===== config.mk =====
export PLATFORM = sky130hd
export DESIGN_NAME = init_command_sequencer
export DESIGN_NICKNAME = d
export VERILOG_FILES = /design/src/rtl/init_command_sequencer.sv
export SDC_FILE = /design/constraint.sdc
export NUM_CORES = 1
export LEC_CHECK = 0
export CORE_MARGIN = 3
export CORE_UTILIZATION = 45
export CTS_CLUSTER_DIAMETER = 60
export DETAILED_ROUTE_END_ITERATION = 7
export PLACE_DENSITY = 0.83
export SYNTH_ARGS = -nofsm -noshare
export SYNTH_HDL_FRONTEND = slang
export SYNTH_SLANG_ARGS = --single-unit

===== constraint.sdc =====
create_clock -name clk -period 1.9 [get_ports clk]
set_clock_uncertainty 0.15 [all_clocks]
set_input_delay 0.285 -clock clk [delete_from_list [all_inputs] [get_ports clk]]
set_output_delay 0.285 -clock clk [all_outputs]
set_load 0.01 [all_outputs]

===== src/rtl/init_command_sequencer.sv =====
// Initialisation and operation command sequencer for an 8259-style interrupt controller.
// Decodes bus write events into ICW1..ICW4 configuration and OCW1..OCW3 runtime controls.
module init_command_sequencer (
  input  logic       clk,
  input  logic       reset_bar,
  input  logic       write_enable,
  input  logic       A0,
  input  logic [7:0] internal_bus,
  output logic       init_done,
  output logic       edge_level,
  output logic       single_mode,
  output logic [4:0] vector_base,
  output logic [7:0] cascade_config,
  output logic       aeoi,
  output logic [1:0] buffered_mode,
  output logic       sfnm,
  output logic       upm,
  output logic [7:0] imr,
  output logic       ocw2_valid,
  output logic [5:0] ocw2_cmd,
  output logic       rotate_aeoi,
  output logic       read_isr,
  output logic       special_mask,
  output logic       poll_req
);

  typedef enum logic [2:0] {
    StIdle,
    StWaitIcw2,
    StWaitIcw3,
    StWaitIcw4,
    StReady
  } state_e;

  state_e     state_q, state_d;
  logic       we_q;
  logic       ic4_q, ic4_d;
  logic       edge_level_q, edge_level_d;
  logic       single_mode_q, single_mode_d;
  logic [4:0] vector_base_q, vector_base_d;
  logic [7:0] cascade_config_q, cascade_config_d;
  logic       aeoi_q, aeoi_d;
  logic [1:0] buffered_mode_q, buffered_mode_d;
  logic       sfnm_q, sfnm_d;
  logic       upm_q, upm_d;
  logic [7:0] imr_q, imr_d;
  logic       ocw2_valid_q, ocw2_valid_d;
  logic [5:0] ocw2_cmd_q, ocw2_cmd_d;
  logic       rotate_aeoi_q, rotate_aeoi_d;
  logic       read_isr_q, read_isr_d;
  logic       special_mask_q, special_mask_d;
  logic       poll_req_q, poll_req_d;

  // A held write level yields a single event on its rising edge only.
  logic wr_event;
  logic is_icw1, is_ocw2, is_ocw3, is_data;

  always_comb begin
    wr_event = write_enable & ~we_q;
    is_icw1  = wr_event & ~A0 & internal_bus[4];
    is_ocw2  = wr_event & ~A0 & ~internal_bus[4] & ~internal_bus[3];
    is_ocw3  = wr_event & ~A0 & ~internal_bus[4] & internal_bus[3];
    is_data  = wr_event & A0;
  end

  always_comb begin
    state_d          = state_q;
    ic4_d            = ic4_q;
    edge_level_d     = edge_level_q;
    single_mode_d    = single_mode_q;
    vector_base_d    = vector_base_q;
    cascade_config_d = cascade_config_q;
    aeoi_d           = aeoi_q;
    buffered_mode_d  = buffered_mode_q;
    sfnm_d           = sfnm_q;
    upm_d            = upm_q;
    imr_d            = imr_q;
    ocw2_valid_d     = 1'b0;
    ocw2_cmd_d       = ocw2_cmd_q;
    rotate_aeoi_d    = rotate_aeoi_q;
    read_isr_d       = read_isr_q;
    special_mask_d   = special_mask_q;
    poll_req_d       = 1'b0;

    if (is_icw1) begin
      // ICW1 restarts initialisation from any state.
      state_d        = StWaitIcw2;
      edge_level_d   = internal_bus[3];
      single_mode_d  = internal_bus[1];
      ic4_d          = internal_bus[0];
      imr_d          = 8'h00;
      special_mask_d = 1'b0;
      read_isr_d     = 1'b0;
      rotate_aeoi_d  = 1'b0;
      if (!internal_bus[0]) begin
        aeoi_d          = 1'b0;
        buffered_mode_d = 2'b00;
        sfnm_d          = 1'b0;
        upm_d           = 1'b0;
      end
    end else begin
      unique case (state_q)
        StIdle: ;
        StWaitIcw2: begin
          if (is_data) begin
            vector_base_d = internal_bus[7:3];
            if (!single_mode_q) begin
              state_d = StWaitIcw3;
            end else if (ic4_q) begin
              state_d = StWaitIcw4;
            end else begin
              state_d = StReady;
            end
          end
        end
        StWaitIcw3: begin
          if (is_data) begin
            cascade_config_d = internal_bus;
            state_d          = ic4_q ? StWaitIcw4 : StReady;
          end
        end
        StWaitIcw4: begin
          if (is_data) begin
            upm_d           = internal_bus[0];
            aeoi_d          = internal_bus[1];
            buffered_mode_d = internal_bus[3:2];
            sfnm_d          = internal_bus[4];
            state_d         = StReady;
          end
        end
        StReady: begin
          if (is_data) begin
            imr_d = internal_bus;
          end
          if (is_ocw2) begin
            ocw2_cmd_d   = {internal_bus[7:5], internal_bus[2:0]};
            ocw2_valid_d = 1'b1;
            // R,SL,EOI = 100 enters rotate-in-AEOI mode, 000 leaves it.
            if (internal_bus[7:5] == 3'b100) begin
              rotate_aeoi_d = 1'b1;
            end else if (internal_bus[7:5] == 3'b000) begin
              rotate_aeoi_d = 1'b0;
            end
          end
          if (is_ocw3) begin
            if (internal_bus[1]) begin
              read_isr_d = internal_bus[0];
            end
            if (internal_bus[6]) begin
              special_mask_d = internal_bus[5];
            end
            poll_req_d = internal_bus[2];
          end
        end
        default: ;
      endcase
    end
  end

  always_ff @(posedge clk) begin
    if (!reset_bar) begin
      state_q          <= StIdle;
      we_q             <= 1'b0;
      ic4_q            <= 1'b0;
      edge_level_q     <= 1'b0;
      single_mode_q    <= 1'b0;
      vector_base_q    <= 5'h00;
      cascade_config_q <= 8'h00;
      aeoi_q           <= 1'b0;
      buffered_mode_q  <= 2'b00;
      sfnm_q           <= 1'b0;
      upm_q            <= 1'b0;
      imr_q            <= 8'h00;
      ocw2_valid_q     <= 1'b0;
      ocw2_cmd_q       <= 6'h00;
      rotate_aeoi_q    <= 1'b0;
      read_isr_q       <= 1'b0;
      special_mask_q   <= 1'b0;
      poll_req_q       <= 1'b0;
    end else begin
      state_q          <= state_d;
      we_q             <= write_enable;
      ic4_q            <= ic4_d;
      edge_level_q     <= edge_level_d;
      single_mode_q    <= single_mode_d;
      vector_base_q    <= vector_base_d;
      cascade_config_q <= cascade_config_d;
      aeoi_q           <= aeoi_d;
      buffered_mode_q  <= buffered_mode_d;
      sfnm_q           <= sfnm_d;
      upm_q            <= upm_d;
      imr_q            <= imr_d;
      ocw2_valid_q     <= ocw2_valid_d;
      ocw2_cmd_q       <= ocw2_cmd_d;
      rotate_aeoi_q    <= rotate_aeoi_d;
      read_isr_q       <= read_isr_d;
      special_mask_q   <= special_mask_d;
      poll_req_q       <= poll_req_d;
    end
  end

  always_comb begin
    init_done      = (state_q == StReady);
    edge_level     = edge_level_q;
    single_mode    = single_mode_q;
    vector_base    = vector_base_q;
    cascade_config = cascade_config_q;
    aeoi           = aeoi_q;
    buffered_mode  = buffered_mode_q;
    sfnm           = sfnm_q;
    upm            = upm_q;
    imr            = imr_q;
    ocw2_valid     = ocw2_valid_q;
    ocw2_cmd       = ocw2_cmd_q;
    rotate_aeoi    = rotate_aeoi_q;
    read_isr       = read_isr_q;
    special_mask   = special_mask_q;
    poll_req       = poll_req_q;
  end

endmodule


==> key figures, run 1 <==
Outcome
  – Status: complete, no violations

Yosys
  – Synthesized instance count: around 190
  – Largest area contributor in the netlist: dfxtp_1
  – Summed instance area of the synthesized netlist: 0.001852 mm²
  – Leading post-synthesis cells by instance count: dfxtp_1 (44), nor2b_1 (24), mux2i_1 (22)
  – Main flop type after synthesis: dfxtp_1
  – Warnings from Yosys: 0
  – Share of flip-flops with an asynchronous set or reset after synthesis: 0%
  – Seq/Total Area, Yosys: a little under half
  – Nets in the synthesized netlist: 200
  – Count of different cell masters after synthesis: 35
  – Number of flops mapped to enable cells by yosys: 0
  – Ranking of synthesized cells by area: dfxtp_1 (48%), mux2i_1 (12%), nor2b_1 (8.1%)
  – Flops & latches, synth: between 40 and 50
  – Yosys top cell area share: between 40 and 50%
  – Synthesized area per cell: between 9 and 10 µm²
  – Cell with the most instances after synthesis: dfxtp_1

Route
  – Drt via density: slightly above 5
  – Routed length per instance: about 14 µm
  – Total Wirelength: roughly 4.3 mm
  – Drt pass-1 iters: 4
  – Iter 0 DRT Violations: slightly below 70
  – DRC violation count after routing: 0
  – Vias after detailed routing: 1509
  – Number of nets still failing antenna checks after routing: 0

Final layout
  – Share of layout cells above drive strength 1: 14.74%
  – Fin cells: roughly 300
  – Post-layout util: between 60% and 70%
  – Net count of the finished layout: 263
  – Ant. Diodes: 0
  – Area added between synthesis and finish: 40.07%

Place
  – Number of port buffers: a little over 50
  – Post-DP HPWL: 3.196 mm
  – Placed Instances: approximately 300
  – RD Place Congestion: approximately 0.89

Flow run
  – Count of max-cap constraint violations: 0

CTS
  – Post-CTS setup buffer count: 0
  – Maximum count of clock buffers along a single path: 2
  – Number of hold buffers added after CTS: 0
  – Latest clock arrival within the worst-skew pair: between 0.2 and 0.3 ns
  – H-Tree Depth: 2
  – Clk sink count: 44
  – CTS tree: yes
  – Cts bufs inserted: 5
  – Clock root cell: clkbuf_8
  – Clk slew on worst S/H paths: roughly 0.080 ns

Critical path
  – Total buffers and inverters traversed by the critical path: 1
  – CP max stage delay: approximately 0.54 ns
  – Critical path, cell by cell: clkdlybuf4s50_1 -> and4bb_2 -> a31oi_1 -> o21ai_0 -> a21boi_0
  – Endpoint of the most critical register-to-register path: buffered_mode[1]$_SDFFE_PN0P_
  – Number of cells on the critical path: 5
  – Critical-path cell with the highest stage delay: clkdlybuf4s50_1
  – Reg2reg path depth: 4
  – Worst setup path start: internal_bus[4]
  – Worst Setup Start Kind: input pin
  – CP Data Arrival Time: 1.85 ns
  – Crit Path Class: in2reg
  – Category of cells accounting for the largest share of critical-path delay: compound AO/OA/AOI/OAI gates
  – Reg-to-Reg Start: we_q$_SDFF_PN0_
  – Endpoint type of the worst setup path: flip-flop
  – Setup slack on the worst flop-to-flop path: around 0.34 ns
  – Worst-path maximum fanout: 6
  – Required time worst endpoint: around 2.0 ns
  – Critical path capture point: buffered_mode[1]$_SDFFE_PN0P_

STA
  – Setup repair after global routing missed its margin: false
  – Final Max Tran Viols: 0
  – Setup TNS after final layout: 0 ns
  – Final Hold Fails: 0
  – Post-layout minimum cycle time: ~1.8 ns
  – Pin slew with the least headroom to its limit: 0.4753 ns
  – Maximum clock frequency: 562.7 MHz
  – Setup violation total in the final timing report: 0
  – Worst slew slack as a fraction of its limit: between 60% and 70%
  – Share of the cycle needed by the critical path after routing: slightly above 90%
  – Hold WS: 0.3033 ns

Floorplan
  – Y dimension of the die: approximately 70 µm
  – Placeable core area: ~0.0038 mm²
  – Initial core utilization: 48.75%
  – Placement row count: 22
  – Die width: 70.15 µm
  – Die ar.: about 0.0049 mm²
  – Top-level port count: between 50 and 60

GRT
  – Vias in the first global route: ~1500
  – All-layer global routing usage: 17.96%
  – Maximum number of pins on one net before global-route repair: 33
  – Wire length of the first global-routing pass: between 7 and 8 mm
  – Number of antenna violations at the first check in global routing: 0
  – Overflow left after global routing: 0

Power
  – Post-layout total power: 1618 µW
  – Power per unit of standard cell area: 623.7 mW/mm²
  – Worst voltage drop across the vdd grid: roughly 0.00065 V
  – Leakage power figure: just under 0.001 µW

Min path
  – Startpoint of the worst hold path: imr[4]$_SDFFE_PP0P_
  – Path category of the worst min-delay check: reg2reg
## what timing repair did
| action | CTS | global route |
|---|---|---|
| hold endpoints to repair | 0 | 0 |
| setup endpoints to repair | 1 | 0 |
| resized for setup | 3 | 0 |
## logic make-up after synthesis
family / share of synthesized area [%]
AO/OA/AOI/OAI: 8.581
flip-flops: 47.57
multiplexers: 11.89
AND/OR/NAND/NOR: 27.84
buffers and inverters: 4.121
## metal layers
layer / share of wire, % / GRT usage, %
met4: 1.6 / 5.106
met1: 47 / 23.49
met3: 6.4 / 6.475
met5: 0 / 0
met2: 45 / 27.81
## where the power goes
part	total [µW]	switching [µW]	leakage, µW	internal, µW
Combinational	128	62.7	0.000575	65.1
Sequential	934	7.19	0.000356	927
Clock	556	307	0.0000400	249
Total	1620	377	0.000971	1240
## flip-flops by register name, summed over array words and instances (netlist names)
register and count:
upm 1, read_isr 1, ocw2_valid 1, edge_level 1
poll_req 1, imr 8, ic4_q 1, single_mode 1
vector_base 5, we_q 1, buffered_mode 2, rotate_aeoi 1
cascade_config 8, aeoi 1, special_mask 1, ocw2_cmd 6
sfnm 1, state_q 3
## worst min path at each step
stage                     cells after the start                  end  slack (ns)
after global placement                        2  imr[2]$_SDFFE_PP0P_        0.29
after CTS                                     2  imr[1]$_SDFFE_PP0P_        0.31
after detailed placement                      2  imr[1]$_SDFFE_PP0P_        0.29
final                                         2  imr[4]$_SDFFE_PP0P_        0.30
after global routing                          2  imr[7]$_SDFFE_PP0P_        0.33
after floorplan                               1      we_q$_SDFF_PN0_        0.26
## worst reg2reg max path, cell delays in order, from the launching register on
cell	delay, ns
dfxtp_1	0.38
and3b_1	0.24
a31oi_1	0.41
o21ai_0	0.15
a21boi_0	0.16
## placed cells by master (no fill, tap or decap), types with 3 or more instances in the layout
cell | netlist | layout
a21oi_1 | 10 | 10
buf_4 | 2 | 15
clkdlybuf4s50_1 | 0 | 50
mux2i_1 | 22 | 22
and3_1 | 3 | 3
nor2b_1 | 24 | 24
nor2_1 | 3 | 3
nand3_1 | 14 | 14
a21boi_0 | 4 | 4
nand2_1 | 16 | 16
clkbuf_8 | 0 | 5
o21ai_0 | 8 | 8
dfxtp_1 | 44 | 42
## final cells by class
cell class / instances / area (µm²)
inverters: 2 / 12.51
clock buffers: 5 / 68.82
repair buffers: 68 / 661.9
clock inverters: 2 / 12.51
fillers: 322 / 1205
multi-input cells: 130 / 894.6
well taps: 48 / 60.06
flip-flops and latches: 44 / 883.3
## per-stage QoR
| step | cell area, µm² | setup WS, ns |
|---|---|---|
| 2_1_floorplan | 1852 | 0.3067 |
| 3_3_place_gp | 2511 | -0.1106 |
| 3_5_place_dp | 2511 | -0.1679 |
| 4_1_cts | 2594 | 0.1586 |
| 5_1_grt | 2594 | 0.02225 |
| 6_report | 2594 | 0.1229 |
No activity file was read; power rests on OpenSTA's default activity.
==> inputs of run 2 (changes only) <==
--- a/config.mk
+++ b/config.mk
@@ -9,7 +9,9 @@
 export CORE_UTILIZATION = 45
 export CTS_CLUSTER_DIAMETER = 60
 export DETAILED_ROUTE_END_ITERATION = 7
+export MAX_ROUTING_LAYER = met4
 export PLACE_DENSITY = 0.83
+export SETUP_SLACK_MARGIN = 0.05
 export SYNTH_ARGS = -nofsm -noshare
 export SYNTH_HDL_FRONTEND = slang
 export SYNTH_SLANG_ARGS = --single-unit
==> constraint.sdc (replaced) <==
create_clock -name clk -period 1.9 [get_ports clk]
set_clock_uncertainty 0.15 [all_clocks]
set_input_delay 0.38 -clock clk [delete_from_list [all_inputs] [get_ports clk]]
set_output_delay 0.38 -clock clk [all_outputs]
set_load 0.01 [all_outputs]
==> run 2 against run 1 <==
Maximum frequency shrank 1.6%. Global-route usage grew 2.3 points. First-iteration DRC count increased by 7.2%. Sequential cell count is the same. Critical path depth fell by 4. Non-clock buffer count rose by 3. Via count up 5.0%. Largest power group unchanged. Highest routed layer unchanged.
==> key figures, run 2 (same netlist as run 1, synthesis figures left out) <==
Outcome
  – Status: complete, no violations

Critical path
  – Number of cells on the critical path: 1 (-4)
  – Reg-to-Reg Start: state_q[1]$_SDFFE_PP0P_
  – Crit Path Class: reg2out
  – Worst Setup Start Kind: flip-flop
  – Reg2reg path depth: 6 (+2)
  – Category of cells accounting for the largest share of critical-path delay: buffers and inverters
  – Total buffers and inverters traversed by the critical path: 1 (unchanged)
  – CP max stage delay: 0.57 ns (+0.03 ns)
  – Critical path, cell by cell: clkdlybuf4s50_1
  – Worst-path maximum fanout: 5 (-1)
  – Endpoint type of the worst setup path: primary output
  – Worst setup path start: single_mode$_SDFFE_PN0P_
  – Critical-path cell with the highest stage delay: clkdlybuf4s50_1
  – Setup slack on the worst flop-to-flop path: 0.30 ns (-0.04 ns)
  – CP Data Arrival Time: 1.28 ns (-0.57 ns)
  – Required time worst endpoint: 1.37 ns (-0.60 ns)
  – Critical path capture point: single_mode
  – Endpoint of the most critical register-to-register path: cascade_config[7]$_SDFFE_PN0P_

GRT
  – Vias in the first global route: 1624 (+6.3%)
  – Maximum number of pins on one net before global-route repair: 30 (-9.1%)
  – All-layer global routing usage: 20.28% (+2.3 points)
  – Overflow left after global routing: 0 (unchanged)
  – Number of antenna violations at the first check in global routing: 0 (unchanged)
  – Wire length of the first global-routing pass: 7.721 mm (+8.9%)

Final layout
  – Net count of the finished layout: 266 (+1.1%)
  – Ant. Diodes: 0 (unchanged)
  – Final cell area excluding filler cells: 0.002674 mm² (+3.1%)
  – Post-layout util: 70.39% (+2.1 points)
  – # fillers: 304 (-5.6%)
  – Most frequent cells in the layout: clkdlybuf4s50_1 (48), dfxtp_1 (43), nor2b_1 (23)
  – Area added between synthesis and finish: 44.39%
  – Share of layout cells above drive strength 1: 16.86% (+2.1 points)
  – Most common library cell in the layout ignoring fill and taps: clkdlybuf4s50_1

CTS
  – Clk slew on worst S/H paths: 0.08 ns (about the same)
  – Cts bufs inserted: 5 (unchanged)
  – Clk sink count: 44 (unchanged)
  – Latest clock arrival within the worst-skew pair: 0.30 ns (about the same)
  – Post-CTS setup buffer count: 0 (unchanged)
  – CTS tree: yes
  – Clock root cell: clkbuf_8
  – Maximum count of clock buffers along a single path: 2 (unchanged)
  – H-Tree Depth: 2 (unchanged)

STA
  – Setup repair after global routing missed its margin: true
  – Setup TNS after final layout: 0 ns (unchanged)
  – Final Hold Fails: 0 (unchanged)
  – Pin slew with the least headroom to its limit: 0.3539 ns (-0.1214 ns)
  – Maximum clock frequency: 553.5 MHz (-1.6%)
  – Post-layout minimum cycle time: 1.807 ns (+0.02957 ns)
  – Final Max Tran Viols: 0 (unchanged)
  – Post-layout worst setup margin: 0.09333 ns (-0.02957 ns)
  – Share of the cycle needed by the critical path after routing: 95.09% (+1.6 points)
  – Worst slew slack as a fraction of its limit: 76.37% (+8.1 points)
  – Setup violation total in the final timing report: 0 (unchanged)

Floorplan
  – Initial core utilization: 48.75% (unchanged)
  – Y dimension of the die: 70.15 µm (unchanged)
  – Placeable core area: 0.003799 mm² (unchanged)
  – Die ar.: 0.004921 mm² (unchanged)
  – Die width: 70.15 µm (unchanged)
  – Placement row count: 22 (unchanged)
  – Top-level port count: 52 (unchanged)

Place
  – Post-DP HPWL: 3.245 mm (+1.5%)
  – Post-Place Cell Area: 0.002534 mm² (+0.90%)
  – Number of port buffers: 51 (unchanged)
  – RD Place Congestion: 0.9420 (+6.3%)
  – Minimum setup slack after placement: -0.2844 ns (-0.1165 ns)

Route
  – Vias after detailed routing: 1584 (+5.0%)
  – Drt via density: 5.228 (+3.6%)
  – Iter 0 DRT Violations: 74 (+7.2%)
  – DRC violation count after routing: 0 (unchanged)
  – Number of nets still failing antenna checks after routing: 0 (unchanged)
  – Routed length per instance: 15.26 µm (+6.3%)
  – Drt pass-1 iters: 4 (unchanged)
  – Total Wirelength: 4.625 mm (+7.7%)

Flow run
  – Count of max-cap constraint violations: 0 (unchanged)

Power
  – Leakage power figure: 0.001026 µW (+5.7%)
  – Power per unit of standard cell area: 682.3 mW/mm² (+9.4%)
  – Worst voltage drop across the vdd grid: 0.0005835 V (-9.8%)

Min path
  – Path category of the worst min-delay check: in2reg
==> run 2: metal layers <==
metal	track usage (%)	wire length, µm	up-vias
li1	-	-	782
met3	6.187	283	7
met1	23.25	2041	750
met5	-	0	-
met4	5.319	53	0
met2	34.42	2246	45
==> run 2: area by class of cell <==
| type | instances | area, µm² | area share [%] |
|---|---|---|---|
| Sequential cell | 44 | 882.1 | 32.99 |
| Multi-Input combinational cell | 130 | 908.4 | 33.97 |
| Clock buffer | 6 | 82.58 | 3.088 |
| Tap cell | 48 | 60.06 | 2.246 |
| Inverter | 2 | 12.51 | 0.4679 |
| Clock inverter | 2 | 38.79 | 1.451 |
| Timing Repair Buffer | 71 | 689.4 | 25.78 |
==> run 2: what timing repair did <==
item                       4_1_cts  5_1_grt
hold buffers                     0        0
pin swaps                        0        0
setup endpoints to repair        4       19
gates resized for setup          3        5
gates cloned                     0        0
==> run 2: power breakdown <==
part | switching [µW] | internal, µW | leakage, µW | total, µW
Clock | 326 | 430 | 0.0000614 | 756
Sequential | 5.95 | 927 | 0.000355 | 933
Combinational | 67.1 | 68.8 | 0.000610 | 136
Total | 399 | 1430 | 0.00103 | 1820
==> run 2: worst min-delay path by stage <==
| stage | startpoint | end | slack [ns] | cells past startpoint |
|---|---|---|---|---|
| finish | write_enable | we_q$_SDFF_PN0_ | 0.29 | 2 |
| floorplan | rotate_aeoi$_SDFFE_PP0P_ | rotate_aeoi$_SDFFE_PP0P_ | 0.33 | 2 |
| global route | write_enable | we_q$_SDFF_PN0_ | 0.32 | 2 |
| detailed placement | imr[0]$_SDFFE_PP0P_ | imr[0]$_SDFFE_PP0P_ | 0.29 | 2 |
| global placement | imr[0]$_SDFFE_PP0P_ | imr[0]$_SDFFE_PP0P_ | 0.29 | 2 |
| CTS | imr[0]$_SDFFE_PP0P_ | imr[0]$_SDFFE_PP0P_ | 0.31 | 2 |
==> run 2: per-stage QoR <==
step                      power (µW)  hold slack, ns  std cells
final                           1824          0.2858        303
after global routing            1873          0.3190        303
after CTS                       1831          0.3061        303
after detailed placement        1086          0.2942        295
after global placement          1085          0.2902        295
after floorplan                 1009          0.3290        188
==> inputs of run 3 (changes only) <==
--- a/config.mk
+++ b/config.mk
@@ -12,6 +12,7 @@
 export MAX_ROUTING_LAYER = met4
 export PLACE_DENSITY = 0.83
 export SETUP_SLACK_MARGIN = 0.05
+export SLEW_MARGIN = 10
 export SYNTH_ARGS = -nofsm -noshare
 export SYNTH_HDL_FRONTEND = slang
 export SYNTH_SLANG_ARGS = --single-unit
==> results of run 3 <==
Final layout, timing and power as in run 2 (identical DEF).
